===== src/rtl/picnic_pkg.sv =====
// Shared definitions for the Picnic round scheduler.
//   T_ROUNDS_DEF   : default number of rounds per pass
//   J_W / D_W      : round index width / Ch,Cn width
//   state_t        : scheduler state encoding
//   round_result_t : one captured round result (index, Ch, Cn)
package picnic_pkg;

  localparam int unsigned T_ROUNDS_DEF = 16;
  localparam int unsigned J_W          = 8;
  localparam int unsigned D_W          = 256;

  typedef enum logic [2:0] {
    ST_IDLE     = 3'd0,
    ST_LAUNCH   = 3'd1,
    ST_WAIT_END = 3'd2,
    ST_RELEASE  = 3'd3,
    ST_DRAIN    = 3'd4
  } state_t;

  typedef struct packed {
    logic [J_W-1:0] j;
    logic [D_W-1:0] ch;
    logic [D_W-1:0] cn;
  } round_result_t;

endpackage


===== src/rtl/picnic_out_slot.sv =====
// One-entry valid/ready output register for round results.
// Ports:
//   clk, reset  : clock, asynchronous active-high reset
//   load        : write load_data into the entry and mark it valid
//   load_data   : round result to store
//   accept      : consumer ready; a valid entry leaves on valid&accept
//   flush       : drop the entry (highest priority)
//   valid       : entry holds a result
//   entry       : stored result, stable while valid and not accepted
//   free_c      : entry can take a load this cycle (empty or leaving)
module picnic_out_slot
  import picnic_pkg::*;
(
  input  logic          clk,
  input  logic          reset,
  input  logic          load,
  input  round_result_t load_data,
  input  logic          accept,
  input  logic          flush,
  output logic          valid,
  output round_result_t entry,
  output logic          free_c
);

  // Entry register: flush beats load, a reload in the accept cycle keeps valid high.
  always_ff @(posedge clk or posedge reset) begin
    if (reset) begin
      valid <= 1'b0;
      entry <= '0;
    end else if (flush) begin
      valid <= 1'b0;
    end else if (load) begin
      valid <= 1'b1;
      entry <= load_data;
    end else if (valid && accept) begin
      valid <= 1'b0;
    end
  end

  assign free_c = !valid || accept;

endmodule


===== src/rtl/picnic_round_scheduler.sv =====
// Sequences the per-round engine over all T_ROUNDS rounds of a Picnic pass,
// captures each round's Ch/Cn and streams them out through a one-entry slot.
// Optional per-round watchdog: define PICNIC_ROUND_TIMEOUT_EN.
// Ports:
//   clk, reset              : clock, asynchronous active-high reset
//   sched_start/sched_abort : begin a pass (idle only) / abandon the pass
//   rnd_start, rnd_j        : level start and round index to the engine
//   rnd_end, rnd_ch, rnd_cn : engine done (held until rnd_start drops) and results
//   out_valid/out_ready     : output handshake; out_j/out_ch/out_cn payload
//   busy                    : pass in progress
//   sched_done              : one-cycle pulse when the pass completes
//   sched_err               : sticky watchdog error (0 without the watchdog)
module picnic_round_scheduler
  import picnic_pkg::*;
#(
  parameter int unsigned T_ROUNDS = T_ROUNDS_DEF
`ifdef PICNIC_ROUND_TIMEOUT_EN
  ,
  parameter int unsigned TIMEOUT_CYCLES = 4096
`endif
) (
  input  logic           clk,
  input  logic           reset,
  input  logic           sched_start,
  input  logic           sched_abort,
  output logic           rnd_start,
  output logic [J_W-1:0] rnd_j,
  input  logic           rnd_end,
  input  logic [D_W-1:0] rnd_ch,
  input  logic [D_W-1:0] rnd_cn,
  output logic           out_valid,
  input  logic           out_ready,
  output logic [J_W-1:0] out_j,
  output logic [D_W-1:0] out_ch,
  output logic [D_W-1:0] out_cn,
  output logic           busy,
  output logic           sched_done,
  output logic           sched_err
);

  localparam logic [J_W-1:0] J_LAST = J_W'(T_ROUNDS - 1);

  state_t         state_q, state_d;
  logic [J_W-1:0] j_q, j_d;
  logic           rnd_start_q, rnd_start_d;
  logic           done_q, done_d;
  logic           busy_q;
  logic           armed_q;
  logic           load, flush;
  logic           slot_free_c;
  logic           tmo_hit_c;
  round_result_t  entry;

`ifdef PICNIC_ROUND_TIMEOUT_EN
  localparam int unsigned TMO_W = $clog2(TIMEOUT_CYCLES + 1);

  logic [TMO_W-1:0] tmo_q;
  logic             err_q;

  // Counts engine-busy cycles of the current round; a stalled capture (rnd_end=1) does not count.
  always_ff @(posedge clk or posedge reset) begin
    if (reset) begin
      tmo_q <= '0;
    end else if (state_q == ST_LAUNCH) begin
      tmo_q <= '0;
    end else if (state_q == ST_WAIT_END && !rnd_end) begin
      tmo_q <= tmo_q + TMO_W'(1);
    end
  end

  assign tmo_hit_c = (state_q == ST_WAIT_END) && !rnd_end &&
                     (tmo_q == TMO_W'(TIMEOUT_CYCLES - 1));

  // Sticky error: cleared only by a start that is actually taken.
  always_ff @(posedge clk or posedge reset) begin
    if (reset) begin
      err_q <= 1'b0;
    end else if (state_q == ST_IDLE && sched_start) begin
      err_q <= 1'b0;
    end else if (tmo_hit_c && !sched_abort) begin
      err_q <= 1'b1;
    end
  end

  assign sched_err = err_q;
`else
  assign tmo_hit_c = 1'b0;
  assign sched_err = 1'b0;
`endif

  // State register.
  always_ff @(posedge clk or posedge reset) begin
    if (reset) begin
      state_q <= ST_IDLE;
    end else begin
      state_q <= state_d;
    end
  end

  // Next state and next values of the registered outputs.
  always_comb begin
    state_d     = state_q;
    j_d         = j_q;
    rnd_start_d = rnd_start_q;
    done_d      = 1'b0;
    load        = 1'b0;
    flush       = 1'b0;

    case (state_q)
      ST_IDLE: begin
        if (sched_start) begin
          j_d     = '0;
          state_d = ST_LAUNCH;
        end
      end
      ST_LAUNCH: begin
        rnd_start_d = 1'b1;
        state_d     = ST_WAIT_END;
      end
      ST_WAIT_END: begin
        // armed_q masks an rnd_end left over from before this round's start was seen.
        if (rnd_end && armed_q && slot_free_c) begin
          load        = 1'b1;
          rnd_start_d = 1'b0;
          state_d     = ST_RELEASE;
        end else if (tmo_hit_c) begin
          rnd_start_d = 1'b0;
          flush       = 1'b1;
          state_d     = ST_IDLE;
        end
      end
      ST_RELEASE: begin
        if (!rnd_end) begin
          if (j_q == J_LAST) begin
            state_d = ST_DRAIN;
          end else begin
            j_d     = j_q + J_W'(1);
            state_d = ST_LAUNCH;
          end
        end
      end
      ST_DRAIN: begin
        if (slot_free_c) begin
          done_d  = 1'b1;
          state_d = ST_IDLE;
        end
      end
      default: begin
        rnd_start_d = 1'b0;
        flush       = 1'b1;
        state_d     = ST_IDLE;
      end
    endcase

    // Abort wins over everything, including a capture in the same cycle.
    if (sched_abort && state_q != ST_IDLE) begin
      state_d     = ST_IDLE;
      rnd_start_d = 1'b0;
      load        = 1'b0;
      flush       = 1'b1;
      done_d      = 1'b0;
    end
  end

  // Registered outputs and round bookkeeping.
  always_ff @(posedge clk or posedge reset) begin
    if (reset) begin
      j_q         <= '0;
      rnd_start_q <= 1'b0;
      done_q      <= 1'b0;
      busy_q      <= 1'b0;
      armed_q     <= 1'b0;
    end else begin
      j_q         <= j_d;
      rnd_start_q <= rnd_start_d;
      done_q      <= done_d;
      busy_q      <= (state_d != ST_IDLE);
      armed_q     <= (state_q == ST_WAIT_END);
    end
  end

  picnic_out_slot u_slot (
    .clk       (clk),
    .reset     (reset),
    .load      (load),
    .load_data ('{j: j_q, ch: rnd_ch, cn: rnd_cn}),
    .accept    (out_ready),
    .flush     (flush),
    .valid     (out_valid),
    .entry     (entry),
    .free_c    (slot_free_c)
  );

  assign rnd_start  = rnd_start_q;
  assign rnd_j      = j_q;
  assign out_j      = entry.j;
  assign out_ch     = entry.ch;
  assign out_cn     = entry.cn;
  assign busy       = busy_q;
  assign sched_done = done_q;

endmodule


===== config.mk =====
export PLATFORM = sky130hd
export DESIGN_NAME = picnic_round_scheduler
export DESIGN_NICKNAME = d
export VERILOG_FILES = /design/src/rtl/picnic_pkg.sv /design/src/rtl/picnic_out_slot.sv /design/src/rtl/picnic_round_scheduler.sv
export SDC_FILE = /design/constraint.sdc
export NUM_CORES = 1
export LEC_CHECK = 0
export ABC_AREA = 0
export CORE_AREA = 2 2 413 415
export DETAILED_ROUTE_END_ITERATION = 16
export DIE_AREA = 0 0 415 417
export GPL_TIMING_DRIVEN = 0
export PLACE_DENSITY_LB_ADDON = 0.15
export SYNTH_ARGS = -nofsm -noshare
export SYNTH_HDL_FRONTEND = slang
export SYNTH_HIERARCHICAL = 1
export SYNTH_SLANG_ARGS = --single-unit

===== constraint.sdc =====
create_clock -name clk -period 43.3 [get_ports clk]
set_input_delay 10.825 -clock clk [delete_from_list [all_inputs] [get_ports clk]]
set_output_delay 10.825 -clock clk [all_outputs]
set_load 0.005 [all_outputs]

# Yosys cells after proc, flatten, opt, wreduce, memory -nomap -nowiden
# Index checks and enable logic that the tools add are counted.
word_totals:
  ff_bits: 536
  latch_bits: 0
  ram_bits: 0
  romBits: 0
  in_bits: 518
  output_inout_bits: 533
  elab_cells: 63
  n_memories: 0
op_classes:
  add_sub_neg: 1
  n_mul: 0
  div_mod_pow: 0
  n_lt_le_gt_ge: 0
  n_eq_ne: 10
  shift: 0
  n_mux: 25
  n_bitwise: 1
  n_reduce_logical: 16
op_table:
  columns: ["operator", "count"]
  rows:
  - ["8-bit two-way mux", 3]
  - ["3-bit two-way mux", 6]
  - ["8-bit one-hot mux with 2 select lines", 1]
  - ["3-bit one-hot mux with 5 select lines", 1]
  - ["1-bit two-way mux", 13]
  - ["3-bit nonzero test", 3]
  - ["8-bit by 1-bit adder with 8-bit output, second input constant", 1]
  - ["8-bit by 4-bit == test with 1-bit output, second input constant", 1]
  - ["3-bit by 2-bit == test with 1-bit output, second input constant", 2]
  - ["2-bit inequality test, second input constant", 3]
  - ["5-bit OR reduction", 1]
  - ["1-bit logical AND", 4]
  - ["2-bit AND reduction", 2]
  - ["4-bit AND reduction", 1]
  - ["3-bit by 1-bit == test with 1-bit output, second input constant", 1]
  - ["3-bit == test, second input constant", 1]
  - ["3-bit zero test", 1]
  - ["3-bit inequality test, second input constant", 1]
  - ["1-bit one-hot mux with 3 select lines", 1]
  - ["3-bit OR reduction", 1]
  - ["2-bit by 1-bit inequality test with 1-bit output, second input constant", 1]
  - ["2-bit nonzero test", 1]
  - ["1-bit zero test", 1]
  - ["1-bit logical OR", 1]
  - ["1-bit NOT", 1]

# Depth between registers and ports, before layout
logic_depth:
  word_depth: 8
  ltp_mapped: 9
  depth_no_buf: 5

# By module
# The synthesis kept the hierarchy.
by_module_without_submodules:
  columns: ["module", "n_inst", "cells_each", "area_per_inst_um2", "seq_area_each_um2"]
  rows:
  - ["picnic_out_slot", 1, 1104, 21938.5, 13037.5]
  - ["picnic_round_scheduler", 1, 91, 875.8, 375.4]

# Worst setup path after synthesis
# OpenSTA, ideal clock, no wires.
synth_path:
  path_kind: "input to register"
  startpoint: "input port out_ready"
  endpoint: "register, netlist name u_slot/entry[0]"
  t_arrival_ps: 12255
  required_ps: 43175
  path_slack_ps: 30920
  path_stages: 8
  path_buffers: 3
  cell_sequence: "nand2b_1 > nand4b_1 > nor3_1 > nor2b_4 > buf_12 > buf_12 > buf_12 > mux2_4"
synth_via:
  elab_chain_len: 6
synth_rtl:
  columns: ["element", "line_no", "rtl"]
  rows:
  - ["start: declaration", "picnic_round_scheduler.sv:32", "input logic out_ready,"]
  - ["1-bit logical OR", "picnic_out_slot.sv:40", "assign free_c = !valid || accept;"]
  - ["1-bit logical AND", "picnic_round_scheduler.sv:122", "if (rnd_end && armed_q && slot_free_c) begin"]
  - ["1-bit two-way mux", "picnic_round_scheduler.sv:122", null]
  - ["1-bit two-way mux", "picnic_round_scheduler.sv:109", "case (state_q)"]
  - ["1-bit two-way mux", "picnic_round_scheduler.sv:156", "if (sched_abort && state_q != ST_IDLE) begin"]
  - ["net load", "picnic_round_scheduler.sv:49", "logic load, flush;"]
  - ["2-bit AND reduction (no source line)", null, null]
# The timed path passes the listed nets, and every way through them passes these cells.
# A chain may end at the register's enable or synchronous reset.

# Worst setup path in the final report
layout_path:
  startpoint: "register j_q[4] (netlist: rnd_j[4])"
  endpoint: "output port rnd_j[4]"
layout_rtl:
  columns: ["element", "line_no", "rtl"]
  rows:
  - ["start: declaration", "picnic_round_scheduler.sv:44", "logic [J_W-1:0] j_q, j_d;"]
  - ["start signal: assignment", "picnic_round_scheduler.sv:174", "j_q <= j_d;"]
  - ["end: declaration", "picnic_round_scheduler.sv:27", "output logic [J_W-1:0] rnd_j,"]
# No word-level cell between the ends.

==> flow_metrics.tcl <==
set metrics [dict create \
    outcome "complete, no violations" \
    io_buffers 1049 \
    dr.pass1.iters 4 \
    path_buf_inv 1 \
    start_kind "flip-flop" \
    setup-tns-final_ps 0 \
    grt-ovfl-total 0 \
    slew_viol_final 0 \
    antenna_found_initial 41 \
    gp_congestion 0.7942 \
    fin_nets 2847 \
    clkSinkCount 536 \
    dp_slack_ps 30000 \
    required_ps 32480 \
    syn-cell-area_um2 22810 \
    synth-seq-area-share_pct 58.79 \
    cp-end-kind "output port" \
    crit_end "rnd_j[4]" \
    ys_types 43 \
    slowest_delay_ps 630 \
    vias 14900 \
    fin_skew_ps 29.18 \
    grt_max_degree 111 \
    detail_route.wl_per_cell_um 23.01 \
    clk_pin_slew_ps 50 \
    cts_max_path_buffers 3 \
    rows 151 \
    ir_drop_uv 25.65 \
    syn_inst 1195 \
    crit_arrival_ps 1800 \
    fp.coreArea_um2 168500 \
    period_needed_ps 12630 \
    ant_nets 0 \
    start_util_pct 13.54 \
    ys.flop_type "dfrtp_1" \
    clk_latency_ps 670 \
    hold_violations 0 \
    synth_edf_count 0 \
    use_met2_pct 20.60 \
    setup_viol 0 \
    grt_pass1_wl_mm 143.8 \
    worst-setup-path-type "reg -> out" \
    worst_pin_slew_ps 727.1 \
    synth.largest_area_cell "dfrtp_1" \
    yosysWarnings 6 \
    drc 0 \
    dpl.hpwl_mm 84.34 \
    grtUsageTotal_pct 11.90 \
    layout_setup_ws_ps 30670 \
    cts_tree "yes" \
    grt.busiest_layer "met2" \
    crit_chain "clkdlybuf4s50_1" \
    dieHeight_um 417 \
    ff2ff_path_depth 9 \
    regToRegEndpoint "u_slot/entry[389]$_DFFE_PP0P_" \
    grt_use_met1_pct 13.42 \
    path_delay_family "buffers and inverters" \
    post_cts_buffers 0 \
    synthTopCellsByCount "dfrtp_1 (536), mux2_4 (500), buf_12 (56), mux2_2 (20), nand2_1 (8)" \
    synth_top_area_share_pct 58.79 \
    h-tree-depth 3 \
    crit_fanout 7 \
    cp_slowest_cell "clkdlybuf4s50_1" \
    synth_nets 1714 \
    fmax_mhz 79.19 \
    power.leakage_nw 16.42 \
    cts_buffers 77 \
    hold_path.class "reg -> reg" \
    drt-total-wl_mm 106.1 \
    synth_area_leaders "dfrtp_1 (59%), mux2_4 (33%), buf_12 (4.9%), mux2_2 (0.99%), buf_4 (0.13%)" \
    rsz0062_at_grt "no" \
    p_per_area_nw_per_um2 64.42 \
    cts_root_buffer "clkbuf_16" \
    cts_resized 0 \
    synth-async-reset-ratio_pct 100.0 \
    met3_usage_pct 4.364 \
    crit_cells 1 \
    drt_iter0_drc 519 \
    dieArea_um2 173100 \
    via_per_inst 3.232 \
    crit_start "rnd_j[4]$_DFFE_PP0P_" \
    yosys_register_bits 536 \
    grt_pass1_vias 16510 \
    final_core_util_pct 23.01 \
    ioPinCount 1051 \
    max_cap_viol_count 0 \
    hold_buffers 0 \
    maxSlewHeadroom_pct 51.52 \
    ff2ff_setup_slack_ps 40840 \
    drive_gt1_share_pct 29.79 \
    syn_to_final_growth_pct 69.95 \
    die_w_um 415 \
    syn_area_per_cell_um2 19.09 \
    synth.most_common_cell "dfrtp_1" \
    regToRegStartpoint "state_q[0]$_DFF_PP0_" \
    timing.final.crit_share_pct 29.16 \
]
cell usage in the layout (no fill, tap or decap), types with 6 or more instances in the layout:
cell type,count
diode_2,15
nor2_1,6
inv_1,6
clkbuf_8,11
clkdlybuf4s50_1,1049
clkbuf_1,13
nand2_1,8
clkinv_2,11
mux2_4,500
buf_12,56
clkbuf_16,78
dfrtp_1,536
mux2_2,20
where the power goes:
part | internal (mW) | switching [mW]
sequential | 0.726 | 0.142
combinational | 0.692 | 0.300
clock | 0.379 | 0.258
total | 1.80 | 0.700
cells by family (layout without fill, tap and decap cells):
family	after synthesis	in the layout	synth area share (%)
DFF	536	536	58.79
muxes	522	522	33.98
buffers and inverters	70	1252	5.281
and+or+nand+nor	42	42	1.146
AOI/OAI and AO/OA	23	23	0.7294
adders and majority gates	1	1	0.05483
other	1	16	0.01644
layer usage:
| layer | part of all wire (%) | up-vias |
|---|---|---|
| li1 | - | 6535 |
| met1 | 39 | 7638 |
| met2 | 51 | 566 |
| met3 | 7.6 | 134 |
| met4 | 2.7 | 26 |
| met5 | 0.17 | - |
worst min-delay path by stage:
stage	start	end	slack, ps	cells past startpoint
6_report	u_slot/entry[247]$_DFFE_PP0P_	u_slot/entry[247]$_DFFE_PP0P_	510	1
5_1_grt	u_slot/entry[17]$_DFFE_PP0P_	u_slot/entry[17]$_DFFE_PP0P_	510	1
4_1_cts	u_slot/entry[17]$_DFFE_PP0P_	u_slot/entry[17]$_DFFE_PP0P_	510	1
3_5_place_dp	rnd_start$_DFFE_PP0P_	rnd_start$_DFFE_PP0P_	490	1
3_3_place_gp	rnd_start$_DFFE_PP0P_	rnd_start$_DFFE_PP0P_	490	1
2_1_floorplan	rnd_start$_DFFE_PP0P_	rnd_start$_DFFE_PP0P_	470	1
sequential cells by signal, indices dropped and copies added, names as in the netlist:
name	flops
u_slot/valid	1
u_slot/entry	520
busy	1
rnd_start	1
rnd_j	8
sched_done	1
state_q	3
armed_q	1
per-stage QoR:
step | instances | total power, mW | instance area, um^2 | hold slack [ps]
after floorplan | 1195 | 1.206 | 22810 | 474.1
after global placement | 4462 | 1.890 | 36090 | 491.6
after detailed placement | 4467 | 1.885 | 36230 | 488.7
after CTS | 4595 | 2.566 | 38740 | 507.2
after global routing | 4601 | 2.634 | 38750 | 510.3
final | 4610 | 2.498 | 38770 | 506.1
layout make-up:
type                            instances  area (um^2)
Multi-Input combinational cell        589         8197
Inverter                                7        33.78
Clock inverter                         26        349.1
Sequential cell                       536        13410
Antenna cell                           15        37.54
Buffer                                 63         1179
Fill cell                           17710       129800
Clock buffer                          102         2152
Timing Repair Buffer                 1054        10640
Tap cell                             2218         2775
Power figures use the tool's default switching activity.
